### src/rtl/xor_pkg.sv
`default_nettype none
// ============================================================================
//  Module      : xor_pkg
//  Description : Shared constants and types for the 32-bit XOR unit and its
//                popcount helper.
//  Revision    : 1.0 - initial release
// ============================================================================
package xor_pkg;

    localparam int WIDTH_DEFAULT = 32;
    localparam int HD_W          = $clog2(WIDTH_DEFAULT + 1);

    // Native operand word at the default width
    typedef logic [WIDTH_DEFAULT-1:0] word_t;

endpackage : xor_pkg
`default_nettype wire

### src/rtl/popcount32.sv
`default_nettype none
// ============================================================================
//  Module      : popcount32
//  Description : Combinational popcount of a 32-bit word built as a balanced
//                pairwise adder tree (1 -> 2 -> 3 -> 4 -> 5 -> 6-bit sums).
//  Revision    : 1.0 - initial release
// ============================================================================
module popcount32 (
    input  logic [31:0] i_bits,
    output logic [5:0]  o_count
);

    // Each level halves the node count and widens each partial sum by one
    // bit, so no level can overflow.
    logic [1:0] w_s1 [0:15];
    logic [2:0] w_s2 [0:7];
    logic [3:0] w_s3 [0:3];
    logic [4:0] w_s4 [0:1];

    for (genvar i = 0; i < 16; i++) begin : g_lvl1
        assign w_s1[i] = {1'b0, i_bits[2*i]} + {1'b0, i_bits[2*i+1]};
    end

    for (genvar i = 0; i < 8; i++) begin : g_lvl2
        assign w_s2[i] = {1'b0, w_s1[2*i]} + {1'b0, w_s1[2*i+1]};
    end

    for (genvar i = 0; i < 4; i++) begin : g_lvl3
        assign w_s3[i] = {1'b0, w_s2[2*i]} + {1'b0, w_s2[2*i+1]};
    end

    for (genvar i = 0; i < 2; i++) begin : g_lvl4
        assign w_s4[i] = {1'b0, w_s3[2*i]} + {1'b0, w_s3[2*i+1]};
    end

    assign o_count = {1'b0, w_s4[0]} + {1'b0, w_s4[1]};

endmodule : popcount32
`default_nettype wire

### src/rtl/xor_gate_32bit.sv
`default_nettype none
// ============================================================================
//  Module      : xor_gate_32bit
//  Description : Bitwise XOR with a zero-latency combinational output and a
//                one-cycle registered path carrying the XOR word, its Hamming
//                weight and an all-zero (a == b) flag.
//  Revision    : 1.0 - initial release
// ============================================================================
module xor_gate_32bit
    import xor_pkg::*;
#(
    parameter int WIDTH = WIDTH_DEFAULT
) (
    input  logic                         clk,
    input  logic                         rst,
    input  logic [WIDTH-1:0]             a,
    input  logic [WIDTH-1:0]             b,
    input  logic                         in_valid,
    output logic [WIDTH-1:0]             y,
    output logic                         out_valid,
    output logic [WIDTH-1:0]             y_q,
    output logic [$clog2(WIDTH+1)-1:0]   hd_q,
    output logic                         zero_q
);

    localparam int c_HD_W   = $clog2(WIDTH + 1);
    // Operands wider than 32 bits are split into 32-bit chunks, each with its
    // own popcount tree; at the default width this is a single instance.
    localparam int c_NCHUNK = (WIDTH + 31) / 32;
    localparam int c_PAD_W  = c_NCHUNK * 32;

    logic [WIDTH-1:0]   w_y;
    logic [c_PAD_W-1:0] w_y_pad;
    logic [5:0]         w_cnt [0:c_NCHUNK-1];
    logic [c_HD_W-1:0]  w_hd;
    logic               w_zero;

    logic               r_valid;
    logic [WIDTH-1:0]   r_y;
    logic [c_HD_W-1:0]  r_hd;
    logic               r_zero;

    // Pure bitwise XOR: an X on one input bit only affects that output bit.
    assign w_y = a ^ b;
    assign y   = w_y;

    // Zero-extend to a whole number of chunks; padding bits add nothing.
    assign w_y_pad = c_PAD_W'(w_y);

    for (genvar c = 0; c < c_NCHUNK; c++) begin : g_chunk
        popcount32 u_popcount (
            .i_bits  (w_y_pad[32*c +: 32]),
            .o_count (w_cnt[c])
        );
    end

    // Combine chunk counts; total never exceeds WIDTH so c_HD_W bits suffice.
    always_comb begin
        w_hd = '0;
        for (int c = 0; c < c_NCHUNK; c++) begin
            w_hd = w_hd + c_HD_W'(w_cnt[c]);
        end
    end

    assign w_zero = ~|w_y;

    // Single result stage: reset wins over capture, idle cycles hold data.
    always_ff @(posedge clk) begin
        if (rst) begin
            r_valid <= 1'b0;
            r_y     <= '0;
            r_hd    <= '0;
            r_zero  <= 1'b0;
        end else begin
            r_valid <= in_valid;
            if (in_valid) begin
                r_y    <= w_y;
                r_hd   <= w_hd;
                r_zero <= w_zero;
            end
        end
    end

    assign out_valid = r_valid;
    assign y_q       = r_y;
    assign hd_q      = r_hd;
    assign zero_q    = r_zero;

endmodule : xor_gate_32bit
`default_nettype wire

### config.mk
export PLATFORM = sky130hd
export DESIGN_NAME = xor_gate_32bit
export DESIGN_NICKNAME = d
export VERILOG_FILES = /design/src/rtl/xor_pkg.sv /design/src/rtl/popcount32.sv /design/src/rtl/xor_gate_32bit.sv
export SDC_FILE = /design/constraint.sdc
export NUM_CORES = 1
export LEC_CHECK = 0
export CORE_MARGIN = 2
export CORE_UTILIZATION = 31
export DETAILED_ROUTE_END_ITERATION = 10
export GPL_TIMING_DRIVEN = 0
export PLACE_DENSITY = 0.66
export SYNTH_ARGS = -nofsm -noshare
export SYNTH_HDL_FRONTEND = slang
export SYNTH_SLANG_ARGS = --single-unit
### constraint.sdc
create_clock -name clk -period 7.75 [get_ports clk]
set_input_delay 1.55 -clock clk [delete_from_list [all_inputs] [get_ports clk]]
set_output_delay 1.55 -clock clk [all_outputs]
set_load 0.005 [all_outputs]
==> results.yml <==
status:
  run_status: "complete, no violations"
pwr:
  power_density_nw_per_um2: 355
  power_mw: 1.49
  p_leak_nw: 1.75
  ir_drop_v: 0.000271
route:
  antenna_left: 0
  wire_per_inst_um: 14.3
  vias: 2357
  drt_iter0_markers: 60
  drc: 0
  drt-pass1-iter-count: 4
  wirelength_mm: 7.47
  viasPerCell: 4.51
cells_and_area:
  postLayoutCoreUtil_pct: 51.4
  final_common_cell: "clkdlybuf4s50_1"
  fill_cells: 790
  final_cell_mix: "clkdlybuf4s50_1, inv_1, dfxtp_1"
  fin_nets: 516
  final_cells: 523
  diodes: 0
  final_area_um2: 4200
  area_growth_pct: 61.8
  drive_gt1_share_pct: 6.22
sta:
  hold_viol: 0
  max_slew.worst_pin.slew_ps: 574
  setup_tns_ps: 0
  layout_setup_ws_ps: 1040
  rsz0062_at_grt: "no"
  fmax_ghz: 0.149
  relSlewSlack_pct: 61.5
  drv_slew: 0
  setup_violations: 0
  timing.hold.ws_ps: 472
  fin_skew_ps: 0
  timing.final.crit_share_pct: 86.6
  finalCriticalPeriod_ps: 6710
cts:
  postCtsSetupBuffers: 0
  clock-sinks: 40
  tritoncts: "built"
  clock_latency_ps: 290
  cts.path.max_buffers: 2
  root_buffer: "clkbuf_8"
  htree_num_levels: 2
  clk_pin_slew_worst_paths_ps: 70
  cts_buffers: 5
  ctsHoldBuffers: 0
  ctsResizeCount: 0
die:
  core_um2: 8180
  dieWidth_um: 95.5
  io_pins: 139
  die_y_um: 95.5
  dieArea_um2: 9120
  start_util_pct: 31.7
  rows: 33
global_routing:
  grt_pass1_wl_mm: 11.8
  overflow: 0
  antenna_found_initial: 0
  grt_max_degree: 14
  top_usage_layer: "met2"
  grtUsageMet1_pct: 20.8
  grt_util_met2_pct: 29.7
  grt_usage_pct: 17.0
  grt_pass1_vias: 2392
  met3_usage_pct: 4.27
place:
  place.gp.congestion: 0.797
  placed_cell_area_um2: 4090
  placed_cells: 515
  preCtsSetupSlack_ps: 747
  dp_hpwl_mm: 6.30
  port_buffers: 136
worst_setup_path:
  worstPathRequired_ps: 7970
  critPathLaunchType: "input port"
  cp_max_fo: 3
  endpoint_kind: "flop"
  worst_r2r_path_depth: 2
  worstSetupPathType: "in -> reg"
  arrival_ps: 6930
logic_synthesis:
  synth_seq_cells: 40
  synth_area_um2: 2590
  synth-edff-count: 0
  avgSynthCellArea_um2: 9.47
  synth-seq-area-share_pct: 30.9
  syn-num-nets: 373
  synth_flop_cell: "dfxtp_1"
  ys_async_sr_fraction_pct: 0
  ys.warnings.count: 0
  synth_cell_type_count: 27
  syn_inst: 274
run:
  max-cap-violations: 0
worst_hold_path:
  whs_path_depth: 2
  hold_class: "reg -> reg"
[worst paths after layout]
kind / from / slack (ps) / end
max: b[0] / 1040 / hd_q[4]$_SDFFE_PP0P_
min: hd_q[4]$_SDFFE_PP0P_ / 470 / hd_q[4]$_SDFFE_PP0P_
max reg2reg: y_q[12]$_SDFFE_PP0P_ / 7010 / y_q[12]$_SDFFE_PP0P_
min reg2reg: hd_q[4]$_SDFFE_PP0P_ / 470 / hd_q[4]$_SDFFE_PP0P_
[cells by family after synthesis]
family / after synthesis / share of synthesized area [%]
compound gates: 42 / 11.7
fa+ha+maj: 32 / 22.4
flops: 40 / 30.9
simple gates: 57 / 9.88
xor+xnor: 33 / 14.3
mux: 2 / 0.771
buf+inv: 68 / 10.1
[critical path, cell delays in order]
cell and delay [ps]:
clkdlybuf4s50_1 420, xnor2_1 320, inv_1 130, fa_1 570
inv_1 60, fa_1 520, fa_1 580, fa_1 450
fa_1 520, fa_1 490, inv_1 70, ha_1 160
inv_1 50, fa_1 380, nor2b_1 170, o21a_1 150
nor3_1 40, nand3b_1 150, a21oi_1 150
[cell usage after synthesis, types with 2 or more instances]
library cell / number / area share [%]
fa_1: 24 / 19
mux2i_1: 2 / 0.77
nand3_1: 2 / 0.39
dfxtp_1: 40 / 31
nand2_1: 2 / 0.29
nor2b_1: 3 / 0.72
nor2_1: 39 / 5.6
buf_2: 5 / 0.96
a211oi_1: 33 / 9.5
xnor2_1: 22 / 7.4
nor3_1: 2 / 0.39
clkbuf_1: 4 / 0.58
xnor2_2: 11 / 6.9
inv_1: 55 / 8.0
nand4_1: 6 / 1.4
ha_1: 8 / 3.9
a21oi_1: 4 / 0.77
buf_1: 3 / 0.43
[flip-flops by register name, indices dropped and copies added, names as in the netlist]
register and cells:
y_q 32, hd_q 6, out_valid 1, zero_q 1
[layer usage]
| layer | part of all wire (%) | up-vias |
|---|---|---|
| met5 | 0 | - |
| li1 | - | 1157 |
| met2 | 49 | 86 |
| met4 | 1.3 | 0 |
| met1 | 42 | 1104 |
| met3 | 7.7 | 10 |
[power by group]
| part | internal [mW] | switching, mW | total (mW) |
|---|---|---|---|
| combinational | 0.544 | 0.534 | 1.08 |
| clock | 0.0953 | 0.0757 | 0.171 |
| sequential | 0.232 | 0.0114 | 0.243 |
[cell type report]
cell class	instances	area [µm²]	share of cell area [%]
Multi-Input combinational cell	166	1530	36.5
Clock buffer	5	68.8	1.64
Sequential cell	40	801	19.1
Inverter	56	210	5.01
Buffer	12	51.3	1.22
Timing Repair Buffer	136	1360	32.4
Tap cell	105	131	3.13
Clock inverter	3	42.5	1.01
(Power assumes the default switching activity.)
==> RTL edit 1, RTL diff (config.mk and constraints unchanged) <==
Reset style: asynchronous (`rst`), changed in one clocked block.
--- a/src/rtl/xor_gate_32bit.sv
+++ b/src/rtl/xor_gate_32bit.sv
@@ -66,5 +66,5 @@
 
     // Single result stage: reset wins over capture, idle cycles hold data.
-    always_ff @(posedge clk) begin
+    always_ff @(posedge clk or posedge rst) begin
         if (rst) begin
             r_valid <= 1'b0;
Formal check against the unedited RTL: differs if rst is asserted again (counterexample within 4 cycles, from zero or initial values and one cycle with rst high); with rst held inactive, the same outputs for 10 cycles.
==> RTL edit 1 against the original RTL <==
  * Critical path depth decreased by 1
  * Wire length increased by 1.9%
  * Sequential cell count unchanged
  * Register-to-register slack got worse by 0.07 ns
  * Setup slack improved by 0.099 ns
  * Power increased by 12%
  * First-iteration DRC count increased by 12%
  * Final cell count decreased by 0.76%
  * Cell area increased by 3.5%
  * Synthesized area increased by 4.9%
  * Critical endpoint is now hd_q[4]
  * Highest routed layer unchanged
==> RTL edit 1: results (changes against the original RTL) <==
Worst slew pin tran -> 0.8626 ns (was 0.5736 ns)
Pin count of the biggest net entering global routing -> 41 (was 14)
Crit path DAT -> 6.81 ns (was 6.93 ns)
Sw Pwr -> 691.8 µW (was 620.8 µW)
Syn avg cell area -> 10.27 µm² (was 9.471 µm²)
Status -> completed (unchanged)
Multi-input combinational area share -> 34.18% (was 36.50%)
GRT Resource Usage Total -> 16.65% (was 16.96%)
GPL Wtd Cong -> 0.7709 (was 0.7965)
WL met1 -> 3069 µm (was 3131 µm)
Clkbuf count -> 6 (was 5)
Met3 WL post-DR -> 535 µm (was 573 µm)
DP Worst Slack -> 0.7780 ns (was 0.7468 ns)
WL met2 -> 3907 µm (was 3666 µm)
Non-clk bufs -> 146 (was 148)
Cell count after synthesis -> 265 (was 274)
GR Util met3 -> 4.532% (was 4.269%)
Cell variety after synth -> 32 (was 27)
Share of cells above drive strength 1 -> 9.976% (was 6.220%)
Synth area leaders -> dfrtp_1 37%, fa_1 18%, nor2_1 7.0% (was dfxtp_1 31%, fa_1 19%, a211oi_1 9.5%)
Max IR drop VDD -> 548.2 µV (was 270.7 µV)
NonClk Buf Share -> 32.77% (was 33.64%)
Total number of vias -> 2,283 (was 2,357)
Seq Cell Count -> 40 (unchanged)
Met1 Track Usage GR -> 19.74% (was 20.82%)
Comb_multi_in -> 167 (was 166)
Met2 Resource Use GR -> 29.92% (was 29.69%)
Clock-cell share -> 2.476% (was 2.652%)
Port Buffers -> 138 (was 136)
Vias in the first global route -> 2,505 (was 2,392)
Register area -> 1001 µm² (was 800.8 µm²)
DRT iter0 DRCs -> 67 (was 60)
First-pass GRT wire length -> 12,630 µm (was 11,750 µm)
Nets -> 509 (was 516)
Top_reg_cell synth -> dfrtp_1 (was dfxtp_1)
Ys async rst share -> 100.0% (was 0%)
[RTL edit 1: changes by cell type in the layout (fill, tap and decap cells not counted), sizes merged, moves of 3 or more]
| cell | before | now |
|---|---|---|
| a211oi | 33 | 0 |
| a21oi | 4 | 25 |
| buf | 8 | 5 |
| dfrtp | 0 | 40 |
| dfxtp | 40 | 0 |
| inv | 56 | 50 |
| mux2 | 0 | 3 |
| nand4 | 6 | 2 |
| nor2 | 39 | 51 |
| nor4 | 2 | 7 |
| xnor2 | 33 | 13 |
| xor2 | 0 | 21 |
[RTL edit 1: tightest hold or removal path, stage by stage (launching register included)]
cell and delay (ns):
dfrtp_1 0.36, nand2_1 0.06, o31ai_1 0.05
[RTL edit 1: worst paths after layout]
kind                         start  endpoint  slack (ns)  cells past startpoint
max                           b[0]   hd_q[4]        1.14                     18
min                        hd_q[4]   hd_q[4]        0.50                      2
max reg2reg                hd_q[5]   hd_q[5]        6.94                      2
min reg2reg                hd_q[4]   hd_q[4]        0.50                      2
max in group asynchronous      rst    y_q[7]        5.45                      2
min in group asynchronous      rst   y_q[25]        1.75                      2
[RTL edit 1: logic make-up after synthesis]
logic type | count (synthesis) | share of synthesized area (%)
compound gates | 32 | 6.575
xor+xnor | 34 | 13.98
fa+ha+maj | 32 | 21.33
buf+inv | 58 | 8.644
flops | 40 | 36.78
mux | 3 | 1.241
simple gates | 66 | 11.45
[RTL edit 1: power by group through the flow]
stage | registers [µW] | logic (µW) | clock network [µW]
floorplan | 280 | 878 | 0
global placement | 276 | 1220 | 0
detailed placement | 277 | 1240 | 0
CTS | 274 | 1260 | 177
global route | 278 | 1430 | 184
finish | 274 | 1230 | 171
==> RTL edit 2, RTL diff (same settings) <==
Made on the original files. `WIDTH_DEFAULT`: 32 -> 16.
--- a/src/rtl/xor_pkg.sv
+++ b/src/rtl/xor_pkg.sv
@@ -8,5 +8,5 @@
 package xor_pkg;
 
-    localparam int WIDTH_DEFAULT = 32;
+    localparam int WIDTH_DEFAULT = 16;
     localparam int HD_W          = $clog2(WIDTH_DEFAULT + 1);
 
Ports: changed (5 resized); port bits go from 139 to 74. No check against the original RTL was run, so the function may have changed too.
==> RTL edit 2 against the original RTL <==
  * Cell area down 48%
  * Sequential cell count down 17
  * Synthesized area fell by 48%
  * Highest routed layer unchanged
  * Power fell by 66%
  * Setup slack better by 1.3 ns
  * Largest power group unchanged
  * Utilization fell by 0.34 points
  * Critical endpoint is now hd_q[2]
  * Wire length decreased by 58%
==> RTL edit 2: results (changes against the original RTL) <==
Hold depth -> 2 (unchanged)
Worst slew pin tran -> 0.5289 ns (was 0.5736 ns)
Drt wl/cell -> 12.07 µm (was 14.28 µm)
Max FFs per register -> 16 (was 32)
Share of cells above drive strength 1 -> 5.769% (was 6.220%)
CTS H-tree depth -> 1 (was 2)
Hold Path Class -> register to register (unchanged)
Final HPWL DP -> 2651 µm (was 6300 µm)
Setup bufs post-CTS -> 0 (unchanged)
Cell variety after synth -> 25 (was 27)
Post-synth top cells -> 23 x dfxtp_1, 19 x nor2_1, 14 x inv_1, 14 x mux2i_1, 11 x xor2_1 (was 55 x inv_1, 40 x dfxtp_1, 39 x nor2_1)
Drt via density -> 4.392 (was 4.507)
CTS Buf Count -> 3 (was 5)
GPL Wtd Cong -> 0.7383 (was 0.7965)
YS warnings -> 0 (unchanged)
Pleak -> 0.0009295 µW (was 0.001750 µW)
Fill count -> 417 (was 790)
GRT Resource Usage Total -> 13.92% (was 16.96%)
DRT iter0 DRCs -> 34 (was 60)
Clock Path Buffers -> 2 (unchanged)
CTS root buf -> clkbuf_8 (unchanged)
Slowest stage delay, CP -> 0.52 ns (was 0.58 ns)
Post-CTS Resized -> 0 (unchanged)
Antenna diodes -> 0 (unchanged)
Crit path DAT -> 5.52 ns (was 6.93 ns)
Pin count of the biggest net entering global routing -> 13 (was 14)
Synth Area in Adders -> 20.24% (was 22.37%)
Multiplexer share of the synthesized area -> 10.30% (was 0.7715%)
Crit path max-delay family -> adder cells (unchanged)
Initial antenna violation count -> 0 (unchanged)
Max FO, Critical Path -> 4 (was 3)
Syn Nets -> 183 (was 373)
FF-to-FF Start -> hd_q[3] (was y_q[12])
Max IR drop VDD -> 91.31 µV (was 270.7 µV)
Cell count after synthesis -> 132 (was 274)
Worst setup skew after layout -> 0 ns (unchanged)
Hold violation total from the final report -> 0 (unchanged)
Synth area leaders -> dfxtp_1 34%, fa_1 15%, mux2i_1 10% (was dfxtp_1 31%, fa_1 19%, a211oi_1 9.5%)
Status -> completed (unchanged)
First-pass GRT wire length -> 5575 µm (was 11,750 µm)
Compound-Gate Fraction of Synth Area -> 5.520% (was 11.72%)
Clk_lat worst skew -> 0.26 ns (was 0.29 ns)
DP Worst Slack -> 2.072 ns (was 0.7468 ns)
Path depth of the worst reg2reg path -> 2 (unchanged)
Routed WL -> 3138 µm (was 7469 µm)
CTS clock-pin slew for the worst setup and hold paths -> 0.08 ns
Synth Area in XOR/XNOR -> 13.25% (was 14.32%)
Port Buffers -> 72 (was 136)
DR pass1 iterations -> 4 (unchanged)
Vias in the first global route -> 1,227 (was 2,392)
Top_reg_cell synth -> dfxtp_1 (unchanged)
Post-Place Cells -> 256 (was 515)
Ys async rst share -> 0% (unchanged)
Post-synthesis sequential area ratio -> 33.85% (was 30.86%)
Setup crit start -> b[3] (was b[0])
-- RTL edit 2: cell types whose count changed after synthesis, sizes merged, moves of 14 or more --
cell    unedited run  this run
a211oi            33         5
dfxtp             40        23
fa                24        10
inv               56        15
nor2              39        19
xnor2             33         6
-- RTL edit 2: routing by layer --
metal,vias to the layer above,global-route usage (%),part of all wire (%)
li1,574,-,-
met1,521,18.26,45
met2,43,22.85,46
met3,4,3.752,7.8
met4,0,3.205,0.57
met5,-,0,0
-- RTL edit 2: worst paths after layout --
kind                            endpoint  slack, ns
worst max-delay path             hd_q[2]       2.37
worst min-delay path             hd_q[4]       0.47
worst max register to register   hd_q[3]       7.07
worst min register to register   hd_q[4]       0.47
-- RTL edit 2: final cells by class --
class | count | area (µm²) | share of cell area, %
Buffer | 5 | 22.52 | 1.028
Clock buffer | 4 | 45.04 | 2.056
Inverter | 15 | 56.30 | 2.570
Multi-Input combinational cell | 89 | 820.8 | 37.46
Sequential cell | 23 | 460.4 | 21.02
Tap cell | 52 | 65.06 | 2.970
Timing Repair Buffer | 72 | 720.7 | 32.90
-- RTL edit 2: power by group --
group / switching, µW / leakage, µW / internal [µW]
Combinational: 134 / 0.000717 / 161
Sequential: 6.59 / 0.000190 / 133
Clock: 37.3 / 0.0000228 / 36.7
-- RTL edit 2: through the flow --
| stage | utilization (%) | hold WS (ns) | instance area (µm²) |
|---|---|---|---|
| after floorplan | - | 0.4619 | 1360 |
| after global placement | 49.97 | 0.4584 | 2146 |
| after detailed placement | 49.97 | 0.4669 | 2146 |
| after CTS | 51.02 | 0.4775 | 2191 |
| after global routing | 51.02 | 0.5025 | 2191 |
| final | 51.02 | 0.4735 | 2191 |
-- RTL edit 2: cells by family after synthesis --
| kind of cell | count (synthesis) |
|---|---|
| and+or+nand+nor | 30 |
| DFF | 23 |
| buffers and inverters | 20 |
| xor gates and xnor gates | 18 |
| adders and majority gates | 16 |
| muxes | 14 |
| AOI/OAI and AO/OA | 11 |
-- RTL edit 2: tightest hold or removal path: cells and delay by family (launching register included) --
family / cells / cell delay [ns]
DFF: 1 / 0.32
and+or+nand+nor: 1 / 0.06
AOI/OAI and AO/OA: 1 / 0.05
